$ cat src/rtl/spi_defs_pkg.sv
// Shared definitions for the SPI master: frame geometry, FSM encoding and
// the data-phase bit classifier used by both shift paths.
package spi_defs;

    localparam int FRAME_BITS = 16;
    localparam int ADDR_BITS  = 7;
    localparam int DATA_BITS  = 8;

    typedef enum logic [1:0] {
        ST_IDLE  = 2'd0,
        ST_SETUP = 2'd1,
        ST_SHIFT = 2'd2,
        ST_HOLD  = 2'd3
    } spi_state_t;

    // True while the frame is in its data half (bits 8..15).
    function automatic logic is_data_bit(input logic [4:0] bitcnt);
        return (bitcnt >= 5'(DATA_BITS)) && (bitcnt < 5'(FRAME_BITS));
    endfunction

endpackage

$ cat src/rtl/spi_master_ctrl_sclk_gen.sv
// SCLK generator: half-period counter, registered sclk and one-cycle
// rise/fall strobes that line up with the clk edge where sclk toggles.
module spi_sclk_gen
    import spi_defs::*;
#(
    parameter int CLKDIV = 4
) (
    input  logic clk,
    input  logic rst_n,
    input  logic en,
    output logic sclk,
    output logic rise,
    output logic fall
);

    logic [7:0] cnt_r;
    logic       sclk_r;
    logic       toggle_s;

    assign toggle_s = en && (cnt_r == 8'(CLKDIV - 1));
    assign rise     = toggle_s && !sclk_r;
    assign fall     = toggle_s && sclk_r;
    assign sclk     = sclk_r;

    // Half-period counter; sclk parks low whenever the generator is disabled.
    always_ff @(posedge clk) begin
        if (!rst_n) begin
            cnt_r  <= 8'd0;
            sclk_r <= 1'b0;
        end else if (!en) begin
            cnt_r  <= 8'd0;
            sclk_r <= 1'b0;
        end else if (toggle_s) begin
            cnt_r  <= 8'd0;
            sclk_r <= ~sclk_r;
        end else begin
            cnt_r  <= cnt_r + 8'd1;
        end
    end

endmodule

$ cat src/rtl/spi_master_ctrl.sv
// SPI mode-0 master: one 16-bit {rw, addr, data} frame per accepted start.
// Framing, shift registers and outputs live here; SCLK timing in spi_sclk_gen.
module spi_master_ctrl
    import spi_defs::*;
#(
    parameter int CLKDIV = 4
) (
    input  logic                 clk,
    input  logic                 rst_n,
    input  logic                 start,
    input  logic                 rw,
    input  logic [ADDR_BITS-1:0] addr,
    input  logic [DATA_BITS-1:0] wdata,
    input  logic                 miso,
    output logic                 busy,
    output logic                 done,
    output logic [DATA_BITS-1:0] rdata,
    output logic                 sclk,
    output logic                 cs_n,
    output logic                 mosi
);

    localparam logic [7:0] PHASE_LAST = 8'(CLKDIV - 1);

    spi_state_t            state_r, state_s;
    logic [FRAME_BITS-1:0] tx_r, tx_s;
    logic [DATA_BITS-1:0]  rx_r, rx_s;
    logic [DATA_BITS-1:0]  rdata_r, rdata_s;
    logic [4:0]            bitcnt_r, bitcnt_s;
    logic [7:0]            phase_r, phase_s;
    logic                  rw_r, rw_s;
    logic                  busy_r, done_r, cs_n_r, mosi_r;
    logic                  done_s, mosi_s;
    logic                  shift_en_s, sclk_s, rise_s, fall_s;

    assign shift_en_s = (state_r == ST_SHIFT);

    spi_sclk_gen #(.CLKDIV(CLKDIV)) u_sclk_gen (
        .clk  (clk),
        .rst_n(rst_n),
        .en   (shift_en_s),
        .sclk (sclk_s),
        .rise (rise_s),
        .fall (fall_s)
    );

    // Next-state, datapath and next-output decode.
    always_comb begin
        state_s  = state_r;
        tx_s     = tx_r;
        rx_s     = rx_r;
        rdata_s  = rdata_r;
        bitcnt_s = bitcnt_r;
        phase_s  = 8'd0;
        rw_s     = rw_r;
        done_s   = 1'b0;
        case (state_r)
            ST_IDLE: begin
                if (start) begin
                    tx_s     = {rw, addr, wdata};
                    rw_s     = rw;
                    rx_s     = {DATA_BITS{1'b0}};
                    bitcnt_s = 5'd0;
                    state_s  = ST_SETUP;
                end else begin
                    state_s  = ST_IDLE;
                end
            end
            ST_SETUP: begin
                if (phase_r == PHASE_LAST) begin
                    state_s = ST_SHIFT;
                end else begin
                    phase_s = phase_r + 8'd1;
                end
            end
            ST_SHIFT: begin
                if (rise_s && rw_r && is_data_bit(bitcnt_r)) begin
                    rx_s = {rx_r[DATA_BITS-2:0], miso};
                end else begin
                    rx_s = rx_r;
                end
                if (fall_s) begin
                    tx_s     = {tx_r[FRAME_BITS-2:0], 1'b0};
                    bitcnt_s = bitcnt_r + 5'd1;
                    state_s  = (bitcnt_r == 5'(FRAME_BITS - 1)) ? ST_HOLD : ST_SHIFT;
                end else begin
                    state_s  = ST_SHIFT;
                end
            end
            ST_HOLD: begin
                if (phase_r == PHASE_LAST) begin
                    state_s = ST_IDLE;
                    done_s  = 1'b1;
                    rdata_s = rw_r ? rx_r : rdata_r;
                end else begin
                    phase_s = phase_r + 8'd1;
                end
            end
            default: begin
                state_s = ST_IDLE;
            end
        endcase
        // Read frames drive zeros through the data half regardless of wdata.
        mosi_s = ((state_s == ST_SETUP) || (state_s == ST_SHIFT)) && tx_s[FRAME_BITS-1]
                 && !(rw_s && is_data_bit(bitcnt_s));
    end

    // State, datapath and registered output update.
    always_ff @(posedge clk) begin
        if (!rst_n) begin
            state_r  <= ST_IDLE;
            tx_r     <= {FRAME_BITS{1'b0}};
            rx_r     <= {DATA_BITS{1'b0}};
            rdata_r  <= {DATA_BITS{1'b0}};
            bitcnt_r <= 5'd0;
            phase_r  <= 8'd0;
            rw_r     <= 1'b0;
            busy_r   <= 1'b0;
            done_r   <= 1'b0;
            cs_n_r   <= 1'b1;
            mosi_r   <= 1'b0;
        end else begin
            state_r  <= state_s;
            tx_r     <= tx_s;
            rx_r     <= rx_s;
            rdata_r  <= rdata_s;
            bitcnt_r <= bitcnt_s;
            phase_r  <= phase_s;
            rw_r     <= rw_s;
            busy_r   <= (state_s != ST_IDLE);
            done_r   <= done_s;
            cs_n_r   <= (state_s == ST_IDLE);
            mosi_r   <= mosi_s;
        end
    end

    assign busy  = busy_r;
    assign done  = done_r;
    assign rdata = rdata_r;
    assign sclk  = sclk_s;
    assign cs_n  = cs_n_r;
    assign mosi  = mosi_r;

endmodule

$ cat config.mk
export PLATFORM = sky130hd
export DESIGN_NAME = spi_master_ctrl
export DESIGN_NICKNAME = d
export VERILOG_FILES = /design/src/rtl/spi_defs_pkg.sv /design/src/rtl/spi_master_ctrl_sclk_gen.sv /design/src/rtl/spi_master_ctrl.sv
export SDC_FILE = /design/constraint.sdc
export NUM_CORES = 1
export LEC_CHECK = 0
export CELL_PAD_IN_SITES_DETAIL_PLACEMENT = 1
export CELL_PAD_IN_SITES_GLOBAL_PLACEMENT = 2
export CORE_MARGIN = 4
export CORE_UTILIZATION = 40
export DETAILED_ROUTE_END_ITERATION = 10
export DONT_BUFFER_PORTS = 1
export MAX_ROUTING_LAYER = met4
export PLACE_DENSITY = 0.86
export SLEW_MARGIN = 20
export SYNTH_ARGS = -nofsm -noshare
export SYNTH_HDL_FRONTEND = slang
export SYNTH_HIERARCHICAL = 1
export SYNTH_SLANG_ARGS = --single-unit
$ cat constraint.sdc
create_clock -name clk -period 3.85 [get_ports clk]
set_clock_uncertainty 0.05 [all_clocks]
set_input_delay 0.1925 -clock clk [delete_from_list [all_inputs] [get_ports clk]]
set_output_delay 0.1925 -clock clk [all_outputs]
set_load 0.01 [all_outputs]
==> flow_metrics.env <==
export IMPL_status="complete, no violations"
export IMPL_ctsLongestPathBuffers=2
export IMPL_antenna_found_initial=0
export IMPL_rows=29
export IMPL_yosys_register_bits=61
export IMPL_synth_top_area_cell="dfxtp_1"
export IMPL_synth_top_area_frac=0.471
export IMPL_grt_max_degree=32
export IMPL_finalSetupTns_ns=0
export IMPL_place_gp_congestion=0.775
export IMPL_layout_common_cells="dfxtp_1 (61), nand2_1 (33), a21oi_1 (29), nand3_1 (27), nor2_1 (25)"
export IMPL_cp_end_kind="register"
export IMPL_reg2reg_depth=9
export IMPL_coreArea_mm2=0.00631
export IMPL_die_height_um=88.5
export IMPL_timing_rr_end="tx_r[0]$_SDFFE_PN0P_"
export IMPL_dieWidth_um=88.5
export IMPL_ir_drop_mv=0.369
export IMPL_netlist_instances=302
export IMPL_reg2reg_from="state_r[1]$_SDFF_PN0_"
export IMPL_worst_hold_slack_ns=0.0185
export IMPL_worst_slew_pin_slew_ns=0.949
export IMPL_fin_cells=394
export IMPL_dp_hpwl_mm=3.78
export IMPL_yosysUniqueCellTypes=43
export IMPL_clock_fmax_mhz=336
export IMPL_diodes=0
export IMPL_rsz0062_at_grt="no"
export IMPL_crit_slowest_cell="dfxtp_1"
export IMPL_die_area_mm2=0.00783
export IMPL_grtUsageTotal=0.168
export IMPL_endpoint="tx_r[0]$_SDFFE_PN0P_"
export IMPL_synth_seq_area_share=0.471
export IMPL_cts_clk_slew_worst_paths_ns=0.07
export IMPL_wire_per_inst_um=14.8
export IMPL_hold_violations=0
export IMPL_drive_above_1_share=0.0978
export IMPL_period_minus_slack_ns=2.98
export IMPL_drtIter0Drc=85
export IMPL_dp_cells=367
export IMPL_critPathLaunch="state_r[1]$_SDFF_PN0_"
export IMPL_ys_top_cells_by_area="dfxtp_1 (47%), a21oi_1 (5.6%), nand3_1 (5.2%)"
export IMPL_cap_viol_max_count=0
export IMPL_finalSetupViolCount=0
export IMPL_startpoint_type="register"
export IMPL_hold_path_depth=2
export IMPL_drc_errors=0
export IMPL_fillCellCount=760
export IMPL_areaGrowthSynthToFinish_pct=15.7
export IMPL_crit_fanout=19
export IMPL_hold_class="in -> reg"
export IMPL_fin_nets=338
export IMPL_seq_area_mm2=0.00122
export IMPL_final_common_cell="dfxtp_1"
export IMPL_grt_pass1_vias=2049
export IMPL_clock_latency_ns=0.33
export IMPL_relSlewSlack=0.367
export IMPL_syn_nets=328
export IMPL_powerDensity_mw_per_mm2=467
export IMPL_grt_overflow=0
export IMPL_ios=33
export IMPL_cts_inserted_buffers=9
export IMPL_critPathBufInv=2
export IMPL_synth_avg_cell_area_um2=8.58
export IMPL_wl_mm=5.82
export IMPL_ant_nets=0
export IMPL_cts_tree="built"
export IMPL_leakage_uw=0.00105
export IMPL_cts_root_buf="clkbuf_8"
export IMPL_crit_family="simple AND/OR/NAND/NOR gates"
export IMPL_io_buffers=0
export IMPL_vias_per_cell=5.34
export IMPL_place_area_mm2=0.00265
export IMPL_critPathMaxStageDelay_ns=0.62
export IMPL_slew_viol_final=0
export IMPL_cp_required_ns=3.99
export IMPL_final_cell_area_mm2=0.00300
export IMPL_crit_chain="and2b_1 > nor4b_2 > and3_1 > and3b_1 > buf_4 > nor2_1 > buf_4 > a22oi_1 > nor2_1"
export IMPL_route_vias_total=2105
export IMPL_grt_pass1_wl_mm=9.81
export IMPL_yosys_warnings=6
export IMPL_synth_area_mm2=0.00259
export IMPL_h_tree_depth=3
export IMPL_regToRegSetupSlack_ns=0.87
export IMPL_worstPathArrival_ns=3.12
export IMPL_post_cts_resized=0
export IMPL_clock_sinks=61
export IMPL_firstDrtPassIters=4
export IMPL_multiInputGateArea_mm2=0.00124
export IMPL_worstSetupPathType="reg -> reg"
export IMPL_cp_num_cells=9
export IMPL_start_util=0.410
export IMPL_final_period_utilization=0.773
==> cell type report <==
cell class              instances  area share
multi-input cells             208       0.414
inverters                      18      0.0226
clock buffers                  10      0.0426
well taps                      77      0.0322
clock inverters                 6      0.0372
flip-flops and latches         61       0.408
repair buffers                 14      0.0443
==> synthesized netlist by cell type, drive strengths merged <==
cell,instances
a221oi,1
nand4b,1
buf,10
nand4,4
and2b,1
and3b,2
and2,2
xor2,5
xnor2,5
nor4,1
o21bai,1
a211o,2
dfxtp,61
a311oi,1
ha,6
or3,3
nor4b,2
a31oi,1
nor3b,3
or3b,1
or2,8
nor2b,1
a21o,1
nand2,33
mux2i,1
nor2,25
clkbuf,5
nand2b,1
a22oi,15
a21oi,30
o21ai,13
and3,3
inv,18
nand3,27
nand3b,2
a21bo,1
nor3,3
a41o,1
nor4bb,1
==> per-layer routing <==
metal / vias to the layer above / part of all wire / global-route usage / wire length (µm)
met3: 13 / 0.046 / 0.0559 / 270
met1: 989 / 0.47 / 0.208 / 2710
met5: - / 0 / - / 0
met2: 38 / 0.46 / 0.248 / 2700
li1: 1065 / - / - / -
met4: 0 / 0.024 / 0.0742 / 140
==> per-stage QoR <==
step / setup slack (ns) / util / total power [µW]
floorplan: 1.61 / - / 708
global placement: 1.04 / 0.419 / 716
detailed placement: 0.929 / 0.419 / 717
CTS: 0.909 / 0.474 / 1420
global route: 0.560 / 0.474 / 1460
finish: 0.873 / 0.474 / 1400
==> what timing repair did <==
item / in CTS / in global routing
hold buffers: 11 / 0
endpoints found under the hold margin: 24 / 0
buffers inserted: 0 / 0
==> registers in the layout, summed over array words and instances (netlist names) <==
register,cells
tx_r,16
phase_r,8
rdata,8
rx_r,8
u_sclk_gen/cnt_r,8
bitcnt_r,5
state_r,2
busy,1
cs_n,1
done,1
mosi,1
rw_r,1
u_sclk_gen/sclk,1
==> power breakdown <==
group          internal [µW]  total [µW]  switching [µW]
Sequential               645         657            11.6
Combinational           24.6        58.5            33.8
Clock                    430         683             253
==> cell families after synthesis <==
kind of cell / Yosys count / share of synthesized area
fa+ha+maj: 6 / 0.0290
mux: 1 / 0.00386
flops: 61 / 0.471
simple gates: 124 / 0.252
compound gates: 67 / 0.157
buf+inv: 33 / 0.0522
xor+xnor: 10 / 0.0338
==> how the worst min path moves through the flow <==
stage / slack (ns) / from / end
2_1_floorplan: 0.24 / rst_n / cs_n$_SDFF_PN1_
3_3_place_gp: 0.24 / rst_n / cs_n$_SDFF_PN1_
3_5_place_dp: 0.25 / rst_n / cs_n$_SDFF_PN1_
4_1_cts: 0.0005 / addr[1] / tx_r[9]$_SDFFE_PN0P_
5_1_grt: 0.02 / addr[1] / tx_r[9]$_SDFFE_PN0P_
6_report: 0.02 / addr[2] / tx_r[10]$_SDFFE_PN0P_
No activity file was read; power rests on OpenSTA's default activity.
